==> src/rtl/bin_to_bcd_disp.sv <==
// ============================================================================
// bin_to_bcd_disp : 27-bit binary to 8-digit BCD (double-dabble) for 7-seg scan
// Optional macro: BCD_LEADING_ZERO_BLANK_EN (blank leading-zero digits)
// Revision: 1.0
// ============================================================================
`default_nettype none

module bin_to_bcd_disp (
  input  logic        clk,
  input  logic        rst,
  input  logic        in_valid,
  output logic        in_ready,
  input  logic [26:0] in_value,
  output logic [31:0] digits,
  output logic [7:0]  anodes_mask,
  output logic        out_valid,
  output logic        overflow
);

  localparam logic [1:0]  IDLE      = 2'd0;
  localparam logic [1:0]  SHIFT     = 2'd1;
  localparam logic [1:0]  DONE      = 2'd2;
  localparam logic [26:0] MAX_VALUE = 27'd99_999_999;
  localparam logic [4:0]  LAST_STEP = 5'd26;
  localparam logic [31:0] OVF_DIGITS = 32'hEEEE_EEEE;
`ifdef BCD_LEADING_ZERO_BLANK_EN
  localparam logic [7:0]  MASK_RST  = 8'h01;
`else
  localparam logic [7:0]  MASK_RST  = 8'hFF;
`endif

  logic [1:0]  state;
  logic [1:0]  next_state;
  logic        load_en;
  logic        shift_en;
  logic        done_en;
  logic [26:0] bin_q;
  logic [31:0] bcd_q;
  logic [31:0] bcd_adj;
  logic [4:0]  bit_cnt;
  logic        ovf_q;
  logic [7:0]  blank_mask;

  always_ff @(posedge clk or posedge rst) begin
    if (rst) state <= IDLE;
    else     state <= next_state;
  end

  always_comb begin
    next_state = state;
    case (state)
      IDLE:    if (in_valid) next_state = SHIFT;
      SHIFT:   if (bit_cnt == LAST_STEP) next_state = DONE;
      DONE:    next_state = IDLE;
      default: next_state = IDLE;
    endcase
  end

  always_comb begin
    in_ready = (state == IDLE);
    load_en  = (state == IDLE) && in_valid;
    shift_en = (state == SHIFT);
    done_en  = (state == DONE);
  end

  // Add-3 correction stays inside each nibble; no carry into the next digit.
  for (genvar i = 0; i < 8; i++) begin : g_adj
    assign bcd_adj[4*i +: 4] = (bcd_q[4*i +: 4] >= 4'd5) ? bcd_q[4*i +: 4] + 4'd3
                                                         : bcd_q[4*i +: 4];
  end

`ifdef BCD_LEADING_ZERO_BLANK_EN
  assign blank_mask[0] = 1'b1;
  for (genvar i = 1; i < 8; i++) begin : g_blank
    assign blank_mask[i] = |bcd_q[31:4*i];
  end
`else
  assign blank_mask = 8'hFF;
`endif

  always_ff @(posedge clk or posedge rst) begin
    if (rst) begin
      bin_q   <= '0;
      bcd_q   <= '0;
      bit_cnt <= '0;
      ovf_q   <= 1'b0;
    end else if (load_en) begin
      bin_q   <= in_value;
      bcd_q   <= '0;
      bit_cnt <= '0;
      ovf_q   <= (in_value > MAX_VALUE);
    end else if (shift_en) begin
      {bcd_q, bin_q} <= {bcd_adj, bin_q} << 1;
      bit_cnt        <= bit_cnt + 5'd1;
    end
  end

  always_ff @(posedge clk or posedge rst) begin
    if (rst) begin
      digits      <= '0;
      anodes_mask <= MASK_RST;
      out_valid   <= 1'b0;
      overflow    <= 1'b0;
    end else begin
      out_valid <= done_en;
      if (done_en) begin
        digits      <= ovf_q ? OVF_DIGITS : bcd_q;
        anodes_mask <= ovf_q ? 8'hFF : blank_mask;
        overflow    <= ovf_q;
      end
    end
  end

endmodule

`default_nettype wire
==> config.mk <==
export PLATFORM = sky130hd
export DESIGN_NAME = bin_to_bcd_disp
export DESIGN_NICKNAME = d
export VERILOG_FILES = /design/src/rtl/bin_to_bcd_disp.sv
export SDC_FILE = /design/constraint.sdc
export NUM_CORES = 1
export LEC_CHECK = 0
export CAP_MARGIN = 10
export CORE_MARGIN = 5
export CORE_UTILIZATION = 45
export DETAILED_ROUTE_END_ITERATION = 10
export PLACE_DENSITY = 0.65
export SYNTH_ARGS = -nofsm -noshare
export SYNTH_HDL_FRONTEND = slang
export SYNTH_SLANG_ARGS = --single-unit
==> constraint.sdc <==
create_clock -name clk -period 4.8 [get_ports clk]
set_input_delay 0.72 -clock clk [delete_from_list [all_inputs] [get_ports clk]]
set_output_delay 0.72 -clock clk [all_outputs]
set_load 0.05 [all_outputs]
[Word level (Yosys, flattened, before mapping)]
Cells that the tools add are included.
Word-level totals
  bits in registers: 101
  latch bits: 0
  RAM bits: 0
  bits in read-only memories: 0
  input bits: 30
  output and inout bits: 43
  logic and storage cells: 53
  memories kept: 0
Operators by class
  $add $sub $neg: 9
  multiply operators: 0
  divide/modulo/power cells: 0
  $lt $le $gt $ge: 9
  equality and inequality tests: 5
  shift operators: 0
  mux-type cells: 18
  bitwise logic cells: 0
  reduce and logical (&&, ||, !) cells: 4
Operator list (number)
  32-bit two-way mux: 3
  27-bit two-way mux: 2
  4-bit by 3-bit >= comparator with 1-bit output (second input constant): 8
  4-bit by 2-bit adder with 4-bit output (second input constant): 7
  4-bit two-way mux: 7
  27-bit > comparator (second input constant): 1
  5-bit two-way mux: 2
  5-bit by 1-bit adder with 5-bit output (second input constant): 1
  5-bit equality test (second input constant): 1
  2-bit two-way mux: 2
  2-bit case mux with 2 select lines: 1
  3-bit by 2-bit adder with 3-bit output (second input constant): 1
  3-bit two-way mux: 1
  2-bit by 1-bit equality test with 1-bit output (second input constant): 1
  2-bit equality test (second input constant): 1
  2-bit zero test: 1
  2-bit by 1-bit inequality test with 1-bit output (second input constant): 1
  2-bit inequality test (second input constant): 1
  2-bit AND reduction: 1
  2-bit nonzero test: 1
  1-bit logical AND: 1

[Longest topological paths before layout]
Gate-level depths: netlist (run 1).
  depth in word-level cells: 4
  depth in mapped cells: 6

[Least setup slack after synthesis (run 1)]
No wires, ideal clock.
  path kind: reg2out
  start point: reg state[0]
  end point: out in_ready
  arrival: 1.078 ns
  data required time: 4.080 ns
  path slack: 3.002 ns
  stages on the path, launching flop included: 2
  cell sequence: dfrtp_1 > nor2_1
Between the ends
  longest elaborated chain between the ends: 1
Ends and longest elaborated chain
  start, declared: RTL line 32  | logic [1:0] state;
  start signal, assigned: RTL line 46  | else state <= next_state;
  2-bit zero test: RTL line 60  | in_ready = (state == IDLE);
  end, declared: RTL line 12  | output logic in_ready,
Every way passes these cells.

[Worst setup path after layout (run 1)]
  start point: reg state[1]
  end point: out in_ready
Same word-level chain as after synthesis.

==> results of run 1 <==
-- synthesized netlist by cell type, drive strengths merged (6+ instances only) --
library cell  instances
dfrtp               101
nand2                94
o21ai                55
buf                  29
nor2                 29
nand3                28
a22oi                26
o31ai                23
inv                  19
ha                   18
clkbuf               10
nand2b               10
a21oi                 9
mux2                  9
a32o                  8
xnor2                 8
xor2                  6
-- through the flow --
stage	util, %	area (um^2)	total power [mW]	instances	hold WS [ns]
3_5_place_dp	53.0	5520	3.37	672	0.464
6_report	55.2	5750	3.95	688	0.483
4_1_cts	55.2	5750	4.00	688	0.485
3_3_place_gp	53.0	5520	3.30	672	0.456
5_1_grt	55.2	5750	4.27	688	0.503
2_1_floorplan	-	4870	2.85	506	0.439
-- worst max path at each step --
stage	startpoint	endpoint	depth (start not counted)
finish	state[1]	in_ready	2
global route	state[1]	in_ready	2
CTS	state[1]	in_ready	2
detailed placement	in_valid	bcd_q[27]	5
global placement	in_valid	bcd_q[7]	5
floorplan	rst	bcd_q[0]	1
-- power groups by stage --
stage               clock network [mW]  logic (mW)  registers, mW
floorplan                            0        1.02           1.83
global placement                     0        1.80           1.50
detailed placement                   0        1.86           1.51
CTS                              0.633        1.86           1.50
global route                     0.672        2.04           1.55
finish                           0.616        1.84           1.50
-- metal layers --
layer / global-route usage, % / up-vias / routed length, um
li1: - / 1807 / -
met1: 21.7 / 1737 / 4580
met2: 26.2 / 65 / 4860
met3: 3.40 / 10 / 377
met4: 4.01 / 0 / 106
met5: 0 / - / 0
-- flip-flops by register name, indices dropped and copies added (netlist names) --
signal and count:
bin_q 27, out_valid 1, overflow 1, ovf_q 1, bcd_q 32, state 2
digits 32, bit_cnt 5
-- logic make-up after synthesis --
family / share of synthesized area, %
simple gates: 16.0
other cells: 0.0774
flops: 52.2
xor+xnor: 2.53
buf+inv: 5.97
compound gates: 16.4
fa+ha+maj: 4.65
mux: 2.09
-- cell type report --
cell class | instances | area (um^2) | area share [%]
clock buffers | 10 | 138 | 2.39
clock inverters | 6 | 93.8 | 1.63
inverters | 19 | 73.8 | 1.28
multi-input cells | 347 | 2070 | 36.0
flip-flops and latches | 101 | 2530 | 43.9
well taps | 136 | 170 | 2.96
repair buffers | 69 | 678 | 11.8
-- worst reg2reg max path, stage by stage, from the launching register on --
cell     delay [ns]
dfrtp_1        0.49
nor2b_4        0.82
nor2_4         0.32
o21ai_0        0.22
o21ai_0        0.11
==> key figures, run 1 <==
Outcome
  – Status: finished, final reports clean

Timing
  – Max-slew violation count: 0
  – Setup ws final: 2.24 ns
  – Slew HR: 37.0%
  – Final Hold Fails: 0
  – Worst-margin pin slew: 0.943 ns
  – Crit share post-route: 53.4%
  – Final setup fails: 0
  – Max Freq: 390 MHz
  – RSZ-0062 raised after global routing: false
  – Crit path time final: 2.56 ns
  – TNS Setup: 0 ns
  – Clk_skew: 0.0147 ns

Clock tree
  – CTS clk-pin slew, worst paths: 0.09 ns
  – CTS Buf Count: 9
  – Worst-skew pair later-pin latency: 0.36 ns
  – CTS max path bufs: 2
  – Hold_buf cts: 0
  – Postcts setup bufs: 0
  – TritonCTS clock tree: done
  – Sink Count: 101
  – H-tree lvl count: 3
  – Resized cells post-CTS: 0
  – Root buffer cell: clkbuf_8

Synthesis
  – Cell Area, Synth: 0.00484 mm^2
  – YS warnings: 0
  – Syn Area/Cell: 9.70 um^2
  – Post-synth top flop: dfrtp_1
  – Sequential share of the synthesized area: 52.2%
  – EDFF count, synth: 0
  – Synth area leaders: dfrtp_1, nand2_1, o21ai_0
  – Share of Yosys cell area claimed by the top area cell type: 52.2%
  – Cells after synthesis: 499
  – Yosys cell types: 36
  – Yosys top cell by area: dfrtp_1
  – Register bit total from synthesis: 101
  – Async SR Flop Fraction: 100%

Critical path
  – Worst stage delay on the critical path: 0.82 ns
  – R2r endpoint: bit_cnt[2]
  – CP top delay family: buffers and inverters
  – Critical Path Slowest Stage Cell: clkdlybuf4s50_1
  – Worst-path cell chain: nor2_1 > clkdlybuf4s50_1
  – Crit Reg-Reg Startpoint: state[0]
  – R2R setup slack: 2.72 ns
  – Data arrival, critical path: 1.84 ns
  – Crit Path Max Fanout: 6
  – Worst Path Required: 4.08 ns
  – Worst reg2reg path depth: 4
  – Startpoint types: flop
  – Endpoint class of the critical path: output pin
  – Kind of critical path: reg -> out
  – Crit path buf inv count: 1

Worst hold path
  – Hold path endpoint: digits[17]
  – Type of the tightest min-delay check: reg -> reg
  – Worst hold path cell count: 2
  – Hold path startpoint: digits[17]

Global route
  – Vias in the first global route: 3567
  – First-pass GRT wire length: 17.2 mm
  – Total grt overflow: 0
  – GRT Overall Usage: 16.0%
  – Largest net degree at the start of global routing: 75
  – Initial antenna violation count: 0

Finish
  – Commonest non-fill, non-tap cells in the layout: dfrtp_1, nand2_1, clkdlybuf4s50_1
  – Filler instances: 944
  – Antenna cells: 0
  – Nets: 595
  – Commonest non-fill, non-tap cell in the layout: dfrtp_1
  – Layout cells sized above 1: 7.07%
  – Area Growth Syn to Fin: 18.8%

Route
  – WL per Instance: 14.4 um
  – Detailed Route WL: 9.93 mm
  – DRC violations left: 0
  – Final ANT Viol Nets: 0
  – First-pass iteration count of the detailed router: 5
  – Via density: 5.26
  – Via count: 3619
  – DR iter-0 viols: 215

Floorplanning
  – Die height: 114 um
  – Row count: 37
  – Die Width: 114 um
  – Die ar.: 0.0129 mm^2
  – Core area: 0.0104 mm^2
  – # IOs: 73
  – Starting density of the core: 46.5%

Placement
  – Port Buffer Count: 64
  – RD Place Congestion: 0.757
  – Placed wire-length estimate: 6.62 mm
  – Place WS: 2.33 ns

Power and ir drop
  – Seq pwr share: 37.9%
  – Cell Int Power: 2.25 mW
  – PwrDens: 686 mW/mm^2
  – Sw power: 1.70 mW
  – Combinational power share: 46.5%
  – Net Sw Frac: 43.0%
  – Clock Power Share: 15.6%
  – Worst VDD drop: 0.289 mV
  – P_leak: 2.58 nW

Job
  – Max_cap viols: 0
Note: power is estimated with default switching activity, not from simulation.
==> run 2, diff against run 1 <==
- clock period: 4.8 -> 2.6 ns (I/O delays scaled with it)
==> run 2 against run 1 <==
Register-to-register slack worse by 1.9 ns. Hold slack got worse by 0.023 ns. Global-route usage grew 0.25 points. Flip-flop and latch count did not move. Core utilization grew 0.74 points. Sequential power up 86%. Critical endpoint unchanged.
==> key figures, run 2 (synthesis gave the netlist of run 1 again) <==
Route
  – Final ANT Viol Nets: 0
  – WL per Instance: 14.5 um
  – Via count: 3660
  – First-pass iteration count of the detailed router: 5
  – Detailed Route WL: 10.0 mm
  – DRC violations left: 0
  – Via density: 5.30
  – DR iter-0 viols: 177

Power and ir drop
  – Cell Int Power: 4.26 mW
  – Worst VDD drop: 0.607 mV
  – PwrDens: 1260 mW/mm^2
  – Clock Power Share: 16.4%
  – Net Sw Frac: 42.2%
  – Sw power: 3.11 mW
  – P_leak: 2.61 nW
  – Seq pwr share: 37.8%
  – Total power draw: 7.37 mW
  – Combinational power share: 45.8%

Placement
  – RD Place Congestion: 0.795
  – Placed Cells: 675
  – Placed wire-length estimate: 6.92 mm
  – Port Buffer Count: 64
  – Placed cell area: 0.00558 mm^2
  – Place WS: 0.684 ns

Finish
  – Commonest non-fill, non-tap cell in the layout: dfrtp_1
  – Commonest non-fill, non-tap cells in the layout: dfrtp_1, nand2_1, clkdlybuf4s50_1
  – Antenna cells: 0
  – Layout cells sized above 1: 7.39%
  – Filler instances: 975
  – Final core occ: 56.0%
  – Post-route cell area: 0.00583 mm^2
  – Nets: 598
  – Final std cells w/o fill: 691
  – Area Growth Syn to Fin: 20.4%
  – Largest regs: bcd_q (32), digits (32), bin_q (27)

Clock tree
  – Worst-skew pair later-pin latency: 0.36 ns
  – Root buffer cell: clkbuf_8
  – H-tree lvl count: 3
  – Sink Count: 101
  – CTS max path bufs: 2
  – Hold_buf cts: 0
  – TritonCTS clock tree: done
  – Postcts setup bufs: 0
  – CTS Buf Count: 9
  – CTS clk-pin slew, worst paths: 0.10 ns
  – Resized cells post-CTS: 0

Critical path
  – Worst reg2reg path depth: 6
  – Crit path to: in_ready
  – Worst stage delay on the critical path: 0.82 ns
  – Crit Path Max Fanout: 6
  – R2R setup slack: 0.85 ns
  – Endpoint class of the critical path: output pin
  – Worst Path Required: 2.21 ns
  – Crit Reg-Reg Startpoint: bcd_q[0]
  – Critical Path Slowest Stage Cell: clkdlybuf4s50_1
  – R2r endpoint: bcd_q[2]
  – Worst-path cell chain: nor2_1 > clkdlybuf4s50_1
  – Data arrival, critical path: 1.81 ns
  – Startpoint types: flop
  – Crit path from: state[1]
  – Kind of critical path: reg -> out

Global route
  – First-pass GRT wire length: 17.4 mm
  – Total grt overflow: 0
  – Initial antenna violation count: 0
  – GRT Overall Usage: 16.2%
  – Vias in the first global route: 3706
  – GRT busiest layer: met2
  – Largest net degree at the start of global routing: 61
  – GR Util met1: 21.7%
  – Met2 Usage GRT: 27.2%
  – GRT met3 Usage: 3.55%

Timing
  – Slew HR: 56.2%
  – Final setup fails: 0
  – Worst-margin pin slew: 0.655 ns
  – Crit path time final: 2.20 ns
  – Setup ws final: 0.399 ns
  – TNS Setup: 0 ns
  – Hold WS: 0.460 ns
  – Clk_skew: 0.0143 ns
  – Final Hold Fails: 0
  – Max Freq: 454 MHz
  – RSZ-0062 raised after global routing: false
  – Crit share post-route: 84.7%
  – Max-slew violation count: 0

Floorplanning
  – Starting density of the core: 46.5%
  – Die Width: 114 um
  – Row count: 37
  – Die height: 114 um
  – Core area: 0.0104 mm^2
  – # IOs: 73
  – Die ar.: 0.0129 mm^2

Job
  – Max_cap viols: 0

Worst hold path
  – Type of the tightest min-delay check: in -> async

Outcome
  – Status: finished, final reports clean
==> run 2: how the worst min path moves through the flow <==
stage               cells past startpoint  slack (ns)         end
CTS                                     2        0.48   out_valid
floorplan                               2        0.44   bin_q[26]
detailed placement                      2        0.46   bin_q[26]
global placement                        2        0.46   bin_q[26]
finish                                  2        0.46   bin_q[15]
global route                            2        0.51  digits[28]
==> run 2: worst max-delay path, delay by kind of cell, from the launching register on <==
family | cells | cell delay (ns)
simple gates | 1 | 0.15
buf+inv | 1 | 0.82
flops | 1 | 0.49
==> run 2: final cells by class <==
type	instances	area [um^2]	share of cell area (%)
inverter	19	75.1	1.29
tap	136	170	2.92
multi-input combinational	347	2070	35.5
clock inverter	5	106	1.82
sequential	101	2530	43.4
timing repair buffer	72	738	12.7
clock buffer	11	141	2.43
==> run 2: layer usage <==
metal / up-vias / routed length [um]
li1: 1814 / -
met4: 0 / 126
met3: 9 / 369
met5: - / 0
met1: 1756 / 4640
met2: 81 / 4910
==> run 2: power by group through the flow <==
stage | Sequential, mW | Clock, mW | Combinational, mW
finish | 2.79 | 1.21 | 3.37
global route | 2.90 | 1.30 | 3.75
CTS | 2.79 | 1.24 | 3.43
detailed placement | 2.82 | 0 | 3.42
global placement | 2.79 | 0 | 3.31
floorplan | 3.38 | 0 | 1.89
==> variant 1, RTL diff (settings of run 2) <==
Build with the macro `BCD_LEADING_ZERO_BLANK_EN` defined.
--- a/src/rtl/bin_to_bcd_disp.sv
+++ b/src/rtl/bin_to_bcd_disp.sv
@@ -5,4 +5,6 @@
 // ============================================================================
 `default_nettype none
+
+`define BCD_LEADING_ZERO_BLANK_EN
 
 module bin_to_bcd_disp (
Check against the original RTL: not equivalent (Yosys sat finds a counterexample within 4 cycles, from zero or initial values and one cycle with rst high).
==> variant 1 against run 2 <==
Power is 7.4% higher. Wire length increased by 12%. Global-route usage grew 1.3 points. Critical path type unchanged. Worst setup slack better by 0.038 ns. Worst hold slack better by 0.0031 ns. Cell area is 8.8% higher. Sequential cell count up 7. Area after synthesis up 6.4%. First-iteration DRC count increased by 74%. Critical path depth did not move.
==> variant 1: results (changes against run 2) <==
- The count of mapped cells out of synthesis was 533 (was 499).
* Post-Synth XOR/XNOR Area: 1.36% (was 2.53%)
- The max-slew headroom at the worst pin is 31.7% (was 56.2%).
- The initial DRC count was 308 (was 177).
- Max Clock Skew: 0.00817 ns (was 0.0143 ns)
* Sum of net half-perimeters after detailed placement: 7.68 mm (was 6.92 mm)
- The final worst-path cycle share was 83.2% (was 84.7%).
* Worst hold-check slack: 0.463 ns (was 0.460 ns)
- Most used standard cells in the synthesized netlist: 122 x nand2_1, 108 x dfrtp_1, 62 x o21ai_0 (was 101 x dfrtp_1, 93 x nand2_1, 54 x o21ai_0).
* Largest net degree at the start of global routing: 44 (was 61)
- Portion of the post-synthesis area used by sequential elements: 52.5% (was 52.2%)
- The share of cell area taken by muxes after synthesis was 1.70% (was 2.09%).
- Run status: completed (unchanged)
- Dpl ws: 0.433 ns (was 0.684 ns)
* Root Buffer: clkbuf_16 (was clkbuf_8)
- The area of the die was 0.0137 mm2 (was 0.0129 mm2).
- #FFs+latches synth: 108 (was 101)
- Clock buffers and inverters, area share: 4.89% (was 4.25%)
- The routability congestion estimate was 0.813 (was 0.795).
- The non-clock buffering overhead in the final layout was 12.9% (was 12.7%).
- The total global-route track usage was 17.5% (was 16.2%).
- Internal reg-to-reg setup slack: 0.69 ns (was 0.85 ns)
* DR vias/cell: 5.35 (was 5.30)
* IR drop worst, VDD: 589 uV (was 607 uV)
- The final-layout clock buffer total came to 13 (was 11).
- Number of unique standard cell types used by synthesis: 38 (was 36)
- Placed Area: 0.00603 mm2 (was 0.00558 mm2)
* Leakage power of the design: 0.00286 uW (was 0.00261 uW)
- The net count reported at finish is 649 (was 598).
- The endpoint of the worst register-to-register path is bcd_q[19]$_DFFE_PP0P_ (was bcd_q[2]$_DFFE_PP0P_).
- The multi-input combinational area share came to 35.6% (was 35.5%).
- The total number of vias was 3,960 (was 3,660).
- Proportion of layout cells with a drive suffix above 1: 6.87% (was 7.39%)
-- variant 1: layer usage --
metal  track usage, %  routed length, um  share of wire, %
met5                0                  0                 0
met4             6.42                125               1.1
met3             2.26                364               3.2
met2             28.4               5390                48
met1             24.2               5390                48
-- variant 1: logic make-up after synthesis --
logic type      after synthesis
compound gates              137
xor+xnor                      8
fa+ha+maj                    25
buf+inv                      51
flops                       108
mux                           8
other cells                   1
simple gates                195
-- variant 1: power breakdown --
group          internal, uW  switching, uW  leakage, uW
Clock                   842            582     0.000154
Combinational          1400           2160      0.00139
Sequential             2380            548      0.00131
-- variant 1: through the flow --
step	utilization, %	total power (uW)
6_report	56.0	7920
5_1_grt	56.0	8530
4_1_cts	56.0	8010
3_5_place_dp	53.3	6560
3_3_place_gp	53.3	6410
2_1_floorplan	-	5490
-- variant 1: critical path, stage by stage (launching register included) --
cell,delay [ns]
dfrtp_1,0.49
nor2_1,0.13
clkdlybuf4s50_1,0.81
==> variant 2, RTL diff (flow settings as in run 2) <==
Made on the original files. Put one more register stage on the output `digits`, with the module's reset. The value now appears one clock later. The other outputs are not delayed to match.
--- a/src/rtl/bin_to_bcd_disp.sv
+++ b/src/rtl/bin_to_bcd_disp.sv
@@ -24,4 +24,6 @@
   localparam logic [4:0]  LAST_STEP = 5'd26;
   localparam logic [31:0] OVF_DIGITS = 32'hEEEE_EEEE;
+
+  logic [31:0] digits_s0;
 `ifdef BCD_LEADING_ZERO_BLANK_EN
   localparam logic [7:0]  MASK_RST  = 8'h01;
@@ -98,5 +100,5 @@
   always_ff @(posedge clk or posedge rst) begin
     if (rst) begin
-      digits      <= '0;
+      digits_s0   <= '0;
       anodes_mask <= MASK_RST;
       out_valid   <= 1'b0;
@@ -105,5 +107,5 @@
       out_valid <= done_en;
       if (done_en) begin
-        digits      <= ovf_q ? OVF_DIGITS : bcd_q;
+        digits_s0   <= ovf_q ? OVF_DIGITS : bcd_q;
         anodes_mask <= ovf_q ? 8'hFF : blank_mask;
         overflow    <= ovf_q;
@@ -112,4 +114,12 @@
   end
 
+  always_ff @(posedge clk or posedge rst) begin
+    if (rst) begin
+      digits <= '0;
+    end else begin
+      digits <= digits_s0;
+    end
+  end
+
 endmodule
 
Function: no difference found for any inputs over 10 cycles, from zero or initial values and one cycle with rst high; that may be too few to reach the edited logic, so the function may still have changed.
==> variant 2 against run 2 <==
Register-to-register slack worse by 0.11 ns. Via count is 8.5% higher. Worst hold slack worse by 0.089 ns. Area after synthesis is 17% higher. Clock power is 100% higher. Critical path type unchanged. Power is 28% higher. Clock skew is 0.0080 ns lower. Sequential cell count is 32 higher. Wire length is 8.9% higher. Non-clock buffer count is 4 higher. Cell area is 21% higher. Maximum frequency is 2.5% lower. Worst setup slack worse by 0.057 ns.
==> variant 2: results (changes against run 2) <==
- Multi-input combinational cell count: 350 (was 347)
- Most area-consuming cells after synthesis: dfrtp_1 59%, nand2_1 6.2%, o21ai_0 4.9% (was dfrtp_1 52%, nand2_1 7.2%, o21ai_0 5.6%)
- Run status: completed (unchanged).
* IR drop worst, VDD: 437 uV (was 607 uV)
- The count of H-tree levels built during CTS was 4 (was 3).
* Max Clock Skew: 0.00632 ns (was 0.0143 ns)
- Internal reg-to-reg setup slack: 0.74 ns (was 0.85 ns)
* Clock buffers and inverters, area share: 8.74% (was 4.25%)
* Root Buffer: clkbuf_16 (was clkbuf_8)
* Routed wire per std cell: 14.0 um (was 14.5 um)
* Share of cell area taken by flip-flops and latches: 47.1% (was 43.4%)
* Total CTS buffers: 17 (was 9)
- First-pass GRT wire length: 19.0 mm (was 17.4 mm)
* Num Clock Sinks: 133 (was 101)
- Sum of net half-perimeters after detailed placement: 7.47 mm (was 6.92 mm)
- Portion of the post-synthesis area used by sequential elements: 59.0% (was 52.2%)
- Count of TritonRoute iterations in the first routing pass: 4 (was 5)
- # clk buffers: 20 (was 11)
- Hold Path Class: register to register (was input port to asynchronous set/reset pin)
- The leakage dissipation was 0.00320 uW (was 0.00261 uW).
* Most used standard cells in the synthesized netlist: 133 x dfrtp_1, 93 x nand2_1, 55 x o21ai_0 (was 101 x dfrtp_1, 93 x nand2_1, 54 x o21ai_0)
* Total global routing track utilization: 16.2% (about the same)
- The clock transition at the register clock pins on the worst setup and hold paths after CTS is 0.05 ns (was 0.10 ns).
- Critical path arrival: 1.87 ns (was 1.81 ns)
- The hold slack came to 0.371 ns (was 0.460 ns).
- The number of ordinary and repair buffers in the finished layout came to 76 (was 72).
- The maximum number of pins on one net before global-route repair came to 55 (was 61).
* Reg-to-reg startpoint: state[1]$_DFFE_PP0P_ (was bcd_q[0]$_DFFE_PP0P_)
* Via total after detailed routing: 3,970 (was 3,660)
- The area occupied by multi-input gates was 0.00207 mm2 (about the same).
* Fillcell total: 1,081 (was 975)
* Nets: 645 (was 598)
* Drt initial violations: 205 (was 177)
- Endpoint of the worst-slack reg-to-reg timing path: bcd_q[24]$_DFFE_PP0P_ (was bcd_q[2]$_DFFE_PP0P_)
* Syn-to-layout area delta: 25.3% (was 20.4%)
- The worst-margin pin slew came to 0.650 ns (was 0.655 ns).
[variant 2: changes by cell type after synthesis, moves of 2 or more]
cell     before  now
buf_2        18   20
o31ai_1      23   21
dfrtp_1     101  133
a21oi_1       9   11
[variant 2: worst max path at each step]
stage                         start  slack, ns               endpoint
2_1_floorplan                   rst       0.56   bcd_q[0]$_DFFE_PP0P_
3_3_place_gp               in_valid       0.70  bcd_q[11]$_DFFE_PP0P_
3_5_place_dp               in_valid       0.68  bcd_q[11]$_DFFE_PP0P_
4_1_cts        state[0]$_DFFE_PP0P_       0.32               in_ready
5_1_grt        state[1]$_DFFE_PP0P_       0.25               in_ready
6_report       state[1]$_DFFE_PP0P_       0.34               in_ready
[variant 2: power breakdown]
group          switching, uW  leakage (uW)  internal, uW
registers                591       0.00164          2950
clock network            863      0.000302          1580
logic                   2080       0.00125          1370
[variant 2: logic make-up after synthesis]
group | share of synthesized area [%]
buffers and inverters | 5.10
other | 0.0664
AND/OR/NAND/NOR | 14.1
XOR/XNOR | 2.02
flip-flops | 59.0
multiplexers | 1.80
adder cells (fa/ha/maj) | 3.99
AO/OA/AOI/OAI | 14.0
[variant 2: routing by layer]
| layer | track usage [%] | up-vias | wire, um |
|---|---|---|---|
| li1 | - | 1956 | - |
| met2 | 25.4 | 97 | 5150 |
| met5 | 0 | - | 0 |
| met3 | 5.48 | 14 | 594 |
| met1 | 21.1 | 1903 | 5050 |
| met4 | 5.39 | 0 | 136 |
[variant 2: per-stage QoR]
| step | total power [uW] | worst slack (ns) | instances |
|---|---|---|---|
| finish | 9430 | 0.342 | 782 |
| global route | 10100 | 0.247 | 782 |
| CTS | 9540 | 0.315 | 782 |
| detailed placement | 7070 | 0.677 | 750 |
| global placement | 6890 | 0.699 | 750 |
| floorplan | 6030 | 0.559 | 541 |
